File: src/rtl/reg_file_dumper.sv
// Walks a range of register-file indices through one read port and streams {index, value} words out.
// Optional checksum output enabled with the REG_DUMP_CHECKSUM_EN macro.
module reg_file_dumper #(
    parameter int DATA_W = 32,
    parameter int ADDR_W = 5
) (
    input  logic              clk,
    input  logic              rst_n,
    input  logic              start,
    input  logic [ADDR_W-1:0] first_reg,
    input  logic [ADDR_W-1:0] last_reg,
    output logic [ADDR_W-1:0] rf_read_reg,
    input  logic [DATA_W-1:0] rf_read_data,
    output logic              out_valid,
    input  logic              out_ready,
    output logic [ADDR_W-1:0] out_reg,
    output logic [DATA_W-1:0] out_data,
    output logic              busy,
    output logic              done
`ifdef REG_DUMP_CHECKSUM_EN
    ,
    output logic [DATA_W-1:0] checksum
`endif
);

    // Handshake: a word transfers on a rising edge where out_valid and out_ready are both high;
    // out_reg/out_data are held stable while out_valid is high and out_ready is low.
    typedef enum logic [1:0] {
        IDLE = 2'd0,
        READ = 2'd1,
        SEND = 2'd2,
        DONE = 2'd3
    } state_t;

    state_t            state;
    state_t            next_state;
    logic [ADDR_W-1:0] cur;
    logic [ADDR_W-1:0] last;
    logic              xfer;

    assign xfer = (state == SEND) && out_ready;

    always_ff @(posedge clk or negedge rst_n) begin
        if (!rst_n) begin
            state <= IDLE;
        end else begin
            state <= next_state;
        end
    end

    always_comb begin
        next_state = state;
        case (state)
            IDLE: if (start) next_state = READ;
            READ: next_state = SEND;
            SEND: if (out_ready) next_state = (cur == last) ? DONE : READ;
            DONE: next_state = IDLE;
            default: next_state = IDLE;
        endcase
    end

    always_comb begin
        rf_read_reg = '0;
        busy        = 1'b0;
        done        = 1'b0;
        case (state)
            READ: begin
                rf_read_reg = cur;
                busy        = 1'b1;
            end
            SEND: busy = 1'b1;
            DONE: done = 1'b1;
            default: ;
        endcase
    end

    // Index counter wraps naturally at 2^ADDR_W, giving the wrapping range behaviour.
    always_ff @(posedge clk or negedge rst_n) begin
        if (!rst_n) begin
            cur       <= '0;
            last      <= '0;
            out_valid <= 1'b0;
            out_reg   <= '0;
            out_data  <= '0;
        end else begin
            if (state == IDLE && start) begin
                cur  <= first_reg;
                last <= last_reg;
            end
            if (state == READ) begin
                out_data  <= rf_read_data;
                out_reg   <= cur;
                out_valid <= 1'b1;
            end
            if (xfer) begin
                out_valid <= 1'b0;
                if (cur != last) cur <= cur + 1'b1;
            end
        end
    end

`ifdef REG_DUMP_CHECKSUM_EN
    always_ff @(posedge clk or negedge rst_n) begin
        if (!rst_n) begin
            checksum <= '0;
        end else if (state == IDLE && start) begin
            checksum <= '0;
        end else if (xfer) begin
            checksum <= checksum ^ out_data;
        end
    end
`endif

endmodule

File: config.mk
export PLATFORM = sky130hd
export DESIGN_NAME = reg_file_dumper
export DESIGN_NICKNAME = d
export VERILOG_FILES = /design/src/rtl/reg_file_dumper.sv
export SDC_FILE = /design/constraint.sdc
export NUM_CORES = 1
export LEC_CHECK = 0
export CAP_MARGIN = 20
export CORE_ASPECT_RATIO = 1.2
export CORE_UTILIZATION = 40
export DETAILED_ROUTE_END_ITERATION = 6
export PLACE_DENSITY = 0.76
export SLEW_MARGIN = 40
export SYNTH_ARGS = -nofsm -noshare
export SYNTH_HDL_FRONTEND = slang
export SYNTH_SLANG_ARGS = --single-unit
File: constraint.sdc
create_clock -name clk -period 3.9 [get_ports clk]
set_input_delay 0.585 -clock clk [delete_from_list [all_inputs] [get_ports clk]]
set_output_delay 0.585 -clock clk [all_outputs]
set_load 0.01 [all_outputs]
==> flow_metrics.env, run 1 <==
export IMPL_routedWlPerCell_um=15.4
export IMPL_cts_root_buffer="clkbuf_8"
export IMPL_yosysMostFrequentCell="dfrtp_1"
export IMPL_grt_pass1_wl_mm=7.73
export IMPL_largest_register="out_data"
export IMPL_peakVddDrop_mv=0.440
export IMPL_fmax_mhz=363
export IMPL_critical_path_cell_chain="inv_1 -> ha_2 -> and2_1 -> clkdlybuf4s50_1"
export IMPL_num_rows=29
export IMPL_worstSkewPairLatency_ns=0.30
export IMPL_slowest_delay_ns=0.57
export IMPL_layout_nets=292
export IMPL_setup_viol=0
export IMPL_die_w_um=69.6
export IMPL_vias=1484
export IMPL_worst_pin_slew_ns=0.491
export IMPL_utilization_pct=61.7
export IMPL_drive_gt1_share_pct=25.4
export IMPL_synth_seq_cells=50
export IMPL_synth_fp_nets=199
export IMPL_crit_arrival_ns=2.17
export IMPL_avgViaCountPerCell=4.91
export IMPL_fillers=421
export IMPL_yosys_area_top_type="dfrtp_1"
export IMPL_holdBufCountCts=0
export IMPL_wirelength_mm=4.65
export IMPL_gr_total_overflow=0
export IMPL_grt_pass1_vias=1592
export IMPL_synth_cell_types=26
export IMPL_area_delta_synth_final_pct=48.9
export IMPL_avgSynthCellArea_um2=14.9
export IMPL_ant_nets=0
export IMPL_cp_max_fo=23
export IMPL_final_hold_viol_count=0
export IMPL_crit_path_end_kind="output port"
export IMPL_gp_congestion=0.699
export IMPL_synthFlopType="dfrtp_1"
export IMPL_cts_sinks=50
export IMPL_drt_iter0_markers=23
export IMPL_initial_core_util_pct=41.4
export IMPL_drtPass1Iterations=4
export IMPL_setup_tns_ns=0
export IMPL_hold_path_class="input port to asynchronous set/reset pin"
export IMPL_cts_max_path_buffers=2
export IMPL_synth_cells=147
export IMPL_grt_max_degree=39
export IMPL_async_flop_share_pct=100
export IMPL_worstPathRequired_ns=3.31
export IMPL_relSlewSlack_pct=67.2
export IMPL_numPortBuffers=90
export IMPL_cp_slowest_cell="clkdlybuf4s50_1"
export IMPL_maxCapViolCount=0
export IMPL_placedInstanceArea_um2=3150
export IMPL_cts_tree="built"
export IMPL_r2r_end="out_data[6]"
export IMPL_die_area_um2=5780
export IMPL_yosys_area_top_type_share_pct=57.0
export IMPL_syn_area_um2=2190
export IMPL_cts_resized=0
export IMPL_top_level_ports=91
export IMPL_cts_htree_levels=2
export IMPL_post_route_period_util_pct=70.6
export IMPL_synth_warning_count=0
export IMPL_ys_top_cells_by_area="dfrtp_1 (57%), mux2_2 (22%), mux2i_1 (3.7%)"
export IMPL_path_clk_slew_ns=0.09
export IMPL_fp_dieH_um=83.1
export IMPL_core_um2=5300
export IMPL_power_density_nw_per_um2=850
export IMPL_synth_top_cells_by_count="dfrtp_1 (50), mux2_2 (43), mux2i_1 (8)"
export IMPL_hpwl_mm=3.33
export IMPL_status="finished clean"
export IMPL_yosysSeqAreaShare_pct=57.0
export IMPL_grt_use_total_pct=17.3
export IMPL_rr_startpoint="state[1]"
export IMPL_synth_edff_count=0
export IMPL_skew_ns=0.00605
export IMPL_drc=0
export IMPL_final_max_slew_violation_count=0
export IMPL_final_area_um2=3270
export IMPL_hold_ws_ns=0.160
export IMPL_crit_type="flip-flop to output port"
export IMPL_rsz0062_at_grt="no"
export IMPL_postCtsSetupRepairBufs=0
export IMPL_rrSetupSlack_ns=1.95
export IMPL_rr_worst_depth=4
export IMPL_cts_buffers=5
export IMPL_worst_setup_path_start_kind="flip-flop"
export IMPL_min_period_ns=2.75
export IMPL_antenna_found_initial=0
export IMPL_largest_reg_flops=32
export IMPL_antennaDiodeCount=0
export IMPL_leakage_nw=1.36
-- logic make-up (layout without fill, tap and decap cells) --
kind of cell | after synthesis | after routing | share of synthesized area, %
compound gates | 8 | 8 | 3.25
simple gates | 14 | 14 | 4.11
buf+inv | 9 | 102 | 1.88
mux | 52 | 52 | 26.4
flops | 50 | 50 | 57.0
fa+ha+maj | 6 | 6 | 3.42
xor+xnor | 8 | 8 | 3.88
-- cell type report --
| cell class | instances | area [µm²] | share of cell area [%] |
|---|---|---|---|
| Multi-Input combinational cell | 88 | 903 | 27.7 |
| Sequential cell | 50 | 1250 | 38.3 |
| Timing Repair Buffer | 92 | 911 | 27.9 |
| Inverter | 3 | 11.3 | 0.345 |
| Clock buffer | 6 | 82.6 | 2.53 |
| Tap cell | 62 | 77.6 | 2.37 |
| Clock inverter | 1 | 30.0 | 0.919 |
-- routing by layer --
layer / vias to the layer above / GRT usage [%] / routed length (µm) / part of all wire (%)
li1: 691 / - / - / -
met1: 727 / 21.7 / 2030 / 44
met5: - / 0 / 0 / 0
met4: 0 / 5.75 / 85 / 1.8
met3: 9 / 7.89 / 420 / 9.0
met2: 57 / 26.6 / 2120 / 46
-- power breakdown --
group / internal, W / total, W / switching, W / leakage (nW)
sequential: 0.000788 / 0.000988 / 0.000200 / 0.588
clock: 0.000205 / 0.000368 / 0.000163 / 0.0573
combinational: 0.000870 / 0.00142 / 0.000551 / 0.716
total: 0.00186 / 0.00278 / 0.000914 / 1.36
-- placed cells by master (no fill, tap or decap), types with 2 or more instances in the layout --
cell	n
ha_1	5
buf_4	2
xnor2_1	2
xor2_1	4
mux2i_1	8
inv_1	3
dfrtp_1	50
clkdlybuf4s50_1	89
and2_1	4
clkbuf_8	6
nand2_1	2
mux2_2	43
xor2_2	2
nor2_1	2
nand3_1	3
-- how the worst max path moves through the flow --
stage                   from             end  slack, ns  cells past startpoint
finish              state[1]  rf_read_reg[3]       1.15                      4
global route        state[1]  rf_read_reg[3]       1.00                      4
CTS                 state[1]  rf_read_reg[3]       1.13                      4
global placement    state[1]  rf_read_reg[2]       1.52                      4
detailed placement  state[1]  rf_read_reg[2]       1.50                      4
floorplan           state[1]  rf_read_reg[2]       1.96                      5
-- per-stage QoR --
step	total power [W]	worst slack, ns	std cells
finish	0.00278	1.15	302
global route	0.00296	1.00	302
CTS	0.00282	1.13	302
detailed placement	0.00243	1.50	295
global placement	0.00240	1.52	295
floorplan	0.00176	1.96	147
-- worst max-delay path, delay by kind of cell (launching register included) --
kind | cells | cell delay (ns)
adder cells (fa/ha/maj) | 1 | 0.51
buffers and inverters | 2 | 0.70
flip-flops | 1 | 0.43
AND/OR/NAND/NOR | 1 | 0.22
No activity file was read; power rests on OpenSTA's default activity.
==> inputs of run 2 (changes only) <==
--- a/config.mk
+++ b/config.mk
@@ -7,9 +7,9 @@
 export LEC_CHECK = 0
 export CAP_MARGIN = 20
 export CORE_ASPECT_RATIO = 1.2
-export CORE_UTILIZATION = 40
+export CORE_UTILIZATION = 38
 export DETAILED_ROUTE_END_ITERATION = 6
-export PLACE_DENSITY = 0.76
+export PLACE_DENSITY = 0.75
 export SLEW_MARGIN = 40
 export SYNTH_ARGS = -nofsm -noshare
 export SYNTH_HDL_FRONTEND = slang
==> constraint.sdc (replaced) <==
create_clock -name clk -period 2.5 [get_ports clk]
set_input_delay 0.375 -clock clk [delete_from_list [all_inputs] [get_ports clk]]
set_output_delay 0.375 -clock clk [all_outputs]
set_load 0.01 [all_outputs]
==> run 2 against run 1 <==
Effect of this change: the run now ends with DRC left; clock skew grew 0.00064 ns; final cell count rose by 0.66%; clock-buffer cell count is 1 higher; register-to-register slack got worse by 1.2 ns; critical path depth is the same; critical path type unchanged; setup slack got worse by 0.78 ns; combinational power increased by 56%.
==> flow_metrics.env, run 2 (synthesized netlist as in run 1, its figures left out) <==
export IMPL_crit_type="flip-flop to output port"
export IMPL_final_max_slew_violation_count=0
export IMPL_postCtsSetupRepairBufs=0
export IMPL_setup_viol=0
export IMPL_rsz0062_at_grt="no"
export IMPL_skew_ns=0.00669
export IMPL_maxCapViolCount=0
export IMPL_drc=6
export IMPL_post_route_period_util_pct=85.4
export IMPL_crit_path_end_kind="output port"
export IMPL_violations="DRC"
export IMPL_grt_pass1_vias=1615
export IMPL_setup_tns_ns=0
export IMPL_routedWlPerCell_um=14.9
export IMPL_r2r_end="out_data[24]"
export IMPL_rrSetupSlack_ns=0.74
export IMPL_worst_pin_slew_ns=0.635
export IMPL_cts_htree_levels=2
export IMPL_hpwl_mm=3.25
export IMPL_drt_iter0_markers=37
export IMPL_seq_area_um2=1250
export IMPL_initial_core_util_pct=40.6
export IMPL_rr_startpoint="state[1]"
export IMPL_fp_dieH_um=85.2
export IMPL_wirelength_mm=4.52
export IMPL_worstPathRequired_ns=2.12
export IMPL_mostFrequentLayoutCells="clkdlybuf4s50_1 (89), dfrtp_1 (50), mux2_2 (43), mux2i_1 (8), clkbuf_8 (6)"
export IMPL_avgViaCountPerCell=4.88
export IMPL_cts_sinks=50
export IMPL_path_clk_slew_ns=0.09
export IMPL_hold_ws_ns=0.162
export IMPL_cts_tree="built"
export IMPL_leakage_nw=1.36
export IMPL_grt_pass1_wl_mm=7.51
export IMPL_drive_gt1_share_pct=25.6
export IMPL_rr_worst_depth=4
export IMPL_area_delta_synth_final_pct=48.3
export IMPL_largest_register="out_data"
export IMPL_power_density_nw_per_um2=1290
export IMPL_peakVddDrop_mv=0.708
export IMPL_cts_resized=0
export IMPL_cts_max_path_buffers=2
export IMPL_numPortBuffers=90
export IMPL_worst_setup_path_start_kind="flip-flop"
export IMPL_status="complete, but fails checks"
export IMPL_setup_ws_ns=0.364
export IMPL_endpoint="rf_read_reg[2]"
export IMPL_vias=1483
export IMPL_cp_max_fo=6
export IMPL_crit_path_start="state[1]"
export IMPL_cts_root_buffer="clkbuf_8"
export IMPL_post_place_ws_ns=0.685
export IMPL_antennaDiodeCount=0
export IMPL_fillers=456
export IMPL_grt_max_degree=51
export IMPL_cts_buffers=5
export IMPL_top_level_ports=91
export IMPL_drtPass1Iterations=6
export IMPL_multiInputGateArea_um2=903
export IMPL_largest_reg_flops=32
export IMPL_crit_arrival_ns=1.76
export IMPL_ant_nets=0
export IMPL_fmax_mhz=468
export IMPL_num_rows=29
export IMPL_min_period_ns=2.14
export IMPL_grt_use_total_pct=16.3
export IMPL_hold_path_class="input port to asynchronous set/reset pin"
export IMPL_gp_congestion=0.766
export IMPL_core_um2=5410
export IMPL_holdBufCountCts=0
export IMPL_antenna_found_initial=0
export IMPL_mostFrequentLayoutCell="clkdlybuf4s50_1"
export IMPL_die_area_um2=6080
export IMPL_die_w_um=71.4
export IMPL_worstSkewPairLatency_ns=0.30
export IMPL_final_hold_viol_count=0
export IMPL_gr_total_overflow=0
export IMPL_layout_nets=293
export IMPL_relSlewSlack_pct=57.6
-- run 2: cell types whose count changed in the layout (fill, tap and decap cells not counted) --
cell / previous run / this run
clkinv_2: 0 / 1
buf_4: 2 / 3
bufinv_16: 1 / 0
clkbuf_1: 0 / 1
-- run 2: cell type report --
type | instances | share of cell area, %
multi-input cells | 88 | 27.8
flip-flops and latches | 50 | 38.5
repair buffers | 93 | 28.2
clock inverters | 1 | 0.154
well taps | 62 | 2.38
inverters | 3 | 0.346
clock buffers | 7 | 2.65
-- run 2: stage by stage --
stage                     instance area [µm²]  power, W  util (%)  std cells
after floorplan                          2190   0.00275         -        147
after global placement                   3160   0.00374      58.5        296
after detailed placement                 3160   0.00379      58.5        296
after CTS                                3250   0.00429      60.2        304
after global routing                     3250   0.00451      60.2        304
final                                    3250   0.00421      60.2        304
-- run 2: power breakdown --
part           total (W)  internal, W  switching (W)
logic            0.00221      0.00136       0.000849
clock network   0.000474     0.000224       0.000251
registers        0.00152      0.00123       0.000295
total            0.00421      0.00281        0.00139
-- run 2: metal layers --
metal / part of all wire [%] / global-route usage (%)
met5: 0 / 0
met4: 1.6 / 6.00
met3: 10 / 6.89
met2: 49 / 26.2
met1: 40 / 19.4
-- run 2: worst min path at each step --
stage | startpoint | end | slack [ns] | cells past startpoint
floorplan | rst_n | cur[0] | 0.08 | 0
global placement | out_valid | out_valid | 0.46 | 1
detailed placement | out_valid | out_valid | 0.48 | 1
CTS | rst_n | state[0] | 0.19 | 2
global route | rst_n | last[1] | 0.23 | 2
finish | rst_n | last[1] | 0.16 | 2
-- run 2: worst max-delay path, stage by stage, from the launching register on --
cell and delay (ns):
dfrtp_1 0.43, inv_1 0.13, ha_2 0.23, and2_2 0.14
clkdlybuf4s50_1 0.53
==> inputs of run 3 (changes only) <==
==> constraint.sdc (replaced) <==
create_clock -name clk -period 2.5 [get_ports clk]
set_input_delay 0.375 -clock clk [delete_from_list [all_inputs] [get_ports clk]]
set_output_delay 0.375 -clock clk [all_outputs]
set_load 0.005 [all_outputs]
==> run 3 against run 2 <==
Effect of this change: the run still ends with DRC left; hold slack improved by 0.016 ns; setup slack improved by 0.034 ns; largest power group unchanged; total power fell by 4.7%; sequential share of layout area rose by 0.18 points.
==> flow_metrics.env, run 3 (synthesized netlist as in run 1, its figures left out) <==
export IMPL_numPortBuffers=90
export IMPL_ant_nets=0
export IMPL_skew_ns=0.00367
export IMPL_postCtsSetupRepairBufs=0
export IMPL_path_buf_inv=2
export IMPL_path_depth=4
export IMPL_gp_congestion=0.718
export IMPL_drt_met1_wl_mm=1.86
export IMPL_die_area_um2=6080
export IMPL_p_total_w=0.00401
export IMPL_cts_resized=0
export IMPL_post_place_ws_ns=0.695
export IMPL_gr_total_overflow=0
export IMPL_grt_pass1_wl_mm=7.39
export IMPL_rr_worst_depth=4
export IMPL_drtPass1Iterations=5
export IMPL_fillers=457
export IMPL_final_hold_viol_count=0
export IMPL_endpoint="rf_read_reg[2]"
export IMPL_antennaDiodeCount=0
export IMPL_setup_tns_ns=0
export IMPL_worst_pin_slew_ns=0.615
export IMPL_cp_slowest_cell="clkdlybuf4s50_1"
export IMPL_drt_iter0_markers=36
export IMPL_mostFrequentLayoutCell="clkdlybuf4s50_1"
export IMPL_hold_path_class="input port to asynchronous set/reset pin"
export IMPL_cts_htree_levels=2
export IMPL_status="complete, but fails checks"
export IMPL_area_delta_synth_final_pct=47.6
export IMPL_largest_reg_flops=32
export IMPL_crit_type="flip-flop to output port"
export IMPL_crit_path_end_kind="output port"
export IMPL_power_density_nw_per_um2=1240
export IMPL_cts_buffers=5
export IMPL_post_route_period_util_pct=84.1
export IMPL_core_um2=5410
export IMPL_vias=1459
export IMPL_setup_ws_ns=0.398
export IMPL_routedWlPerCell_um=14.5
export IMPL_crit_arrival_ns=1.73
export IMPL_final_max_slew_violation_count=0
export IMPL_worst_setup_path_start_kind="flip-flop"
export IMPL_hpwl_mm=3.18
export IMPL_violations="DRC"
export IMPL_crit_path_start="state[1]"
export IMPL_min_period_ns=2.10
export IMPL_drc=6
export IMPL_worstPathRequired_ns=2.12
export IMPL_cts_sinks=50
export IMPL_cp_max_fo=6
export IMPL_top_level_ports=91
export IMPL_critical_path_cell_chain="inv_1 -> ha_2 -> and2_2 -> clkdlybuf4s50_1"
export IMPL_crit_family="buffers and inverters"
export IMPL_slowest_delay_ns=0.49
export IMPL_wirelength_mm=4.40
export IMPL_grt_use_total_pct=15.9
export IMPL_setup_viol=0
export IMPL_num_rows=29
export IMPL_worstSkewPairLatency_ns=0.29
export IMPL_maxCapViolCount=0
export IMPL_fmax_mhz=476
export IMPL_grt_max_degree=51
export IMPL_cts_tree="built"
export IMPL_dr_wl_met3_um=489
export IMPL_avgViaCountPerCell=4.82
export IMPL_rr_startpoint="state[1]"
export IMPL_mostFrequentLayoutCells="clkdlybuf4s50_1 (89), dfrtp_1 (50), mux2_2 (43), mux2i_1 (8)"
export IMPL_die_w_um=71.4
export IMPL_largest_register="out_data"
export IMPL_initial_core_util_pct=40.6
export IMPL_path_clk_slew_ns=0.08
export IMPL_top_layer_used="met4"
export IMPL_rrSetupSlack_ns=0.74
export IMPL_drive_gt1_share_pct=24.9
export IMPL_wl_met2_mm=1.99
export IMPL_rsz0062_at_grt="no"
export IMPL_relSlewSlack_pct=59.0
export IMPL_cts_max_path_buffers=2
export IMPL_antenna_found_initial=0
export IMPL_hold_ws_ns=0.178
export IMPL_fp_dieH_um=85.2
export IMPL_holdBufCountCts=0
export IMPL_layout_nets=293
export IMPL_peakVddDrop_mv=0.621
export IMPL_cts_root_buffer="clkbuf_8"
export IMPL_grt_pass1_vias=1615
export IMPL_leakage_nw=1.35
export IMPL_r2r_end="out_data[7]"
==> run 3: routing by layer <==
layer	global-route usage, %	vias up
li1	-	693
met4	4.36	0
met5	0	-
met2	24.8	66
met3	7.84	5
met1	19.4	695
==> run 3: how the worst min path moves through the flow <==
stage / cells after the start / to / startpoint / slack [ns]
finish: 2 / state[0] / rst_n / 0.18
global route: 2 / state[0] / rst_n / 0.24
CTS: 2 / state[0] / rst_n / 0.22
detailed placement: 1 / out_valid / out_valid / 0.47
global placement: 1 / out_valid / out_valid / 0.47
floorplan: 0 / cur[0] / rst_n / 0.08
==> run 3: power breakdown <==
group	total, W	internal, W	switching (W)
clock	0.000434	0.000193	0.000241
combinational	0.00206	0.00135	0.000704
sequential	0.00152	0.00123	0.000289
==> run 3: area by class of cell <==
class | count | area [µm²] | area share, %
Inverter | 3 | 11.3 | 0.348
Timing Repair Buffer | 93 | 918 | 28.4
Sequential cell | 50 | 1250 | 38.6
Clock buffer | 7 | 76.3 | 2.36
Multi-Input combinational cell | 88 | 903 | 27.9
Tap cell | 62 | 77.6 | 2.40
==> run 3: per-stage QoR <==
step           cells  utilization (%)  cell area (µm²)
4_1_cts          303             59.9             3240
2_1_floorplan    147                -             2190
3_5_place_dp     296             58.5             3160
5_1_grt          303             59.9             3240
3_3_place_gp     296             58.5             3160
6_report         303             59.9             3240
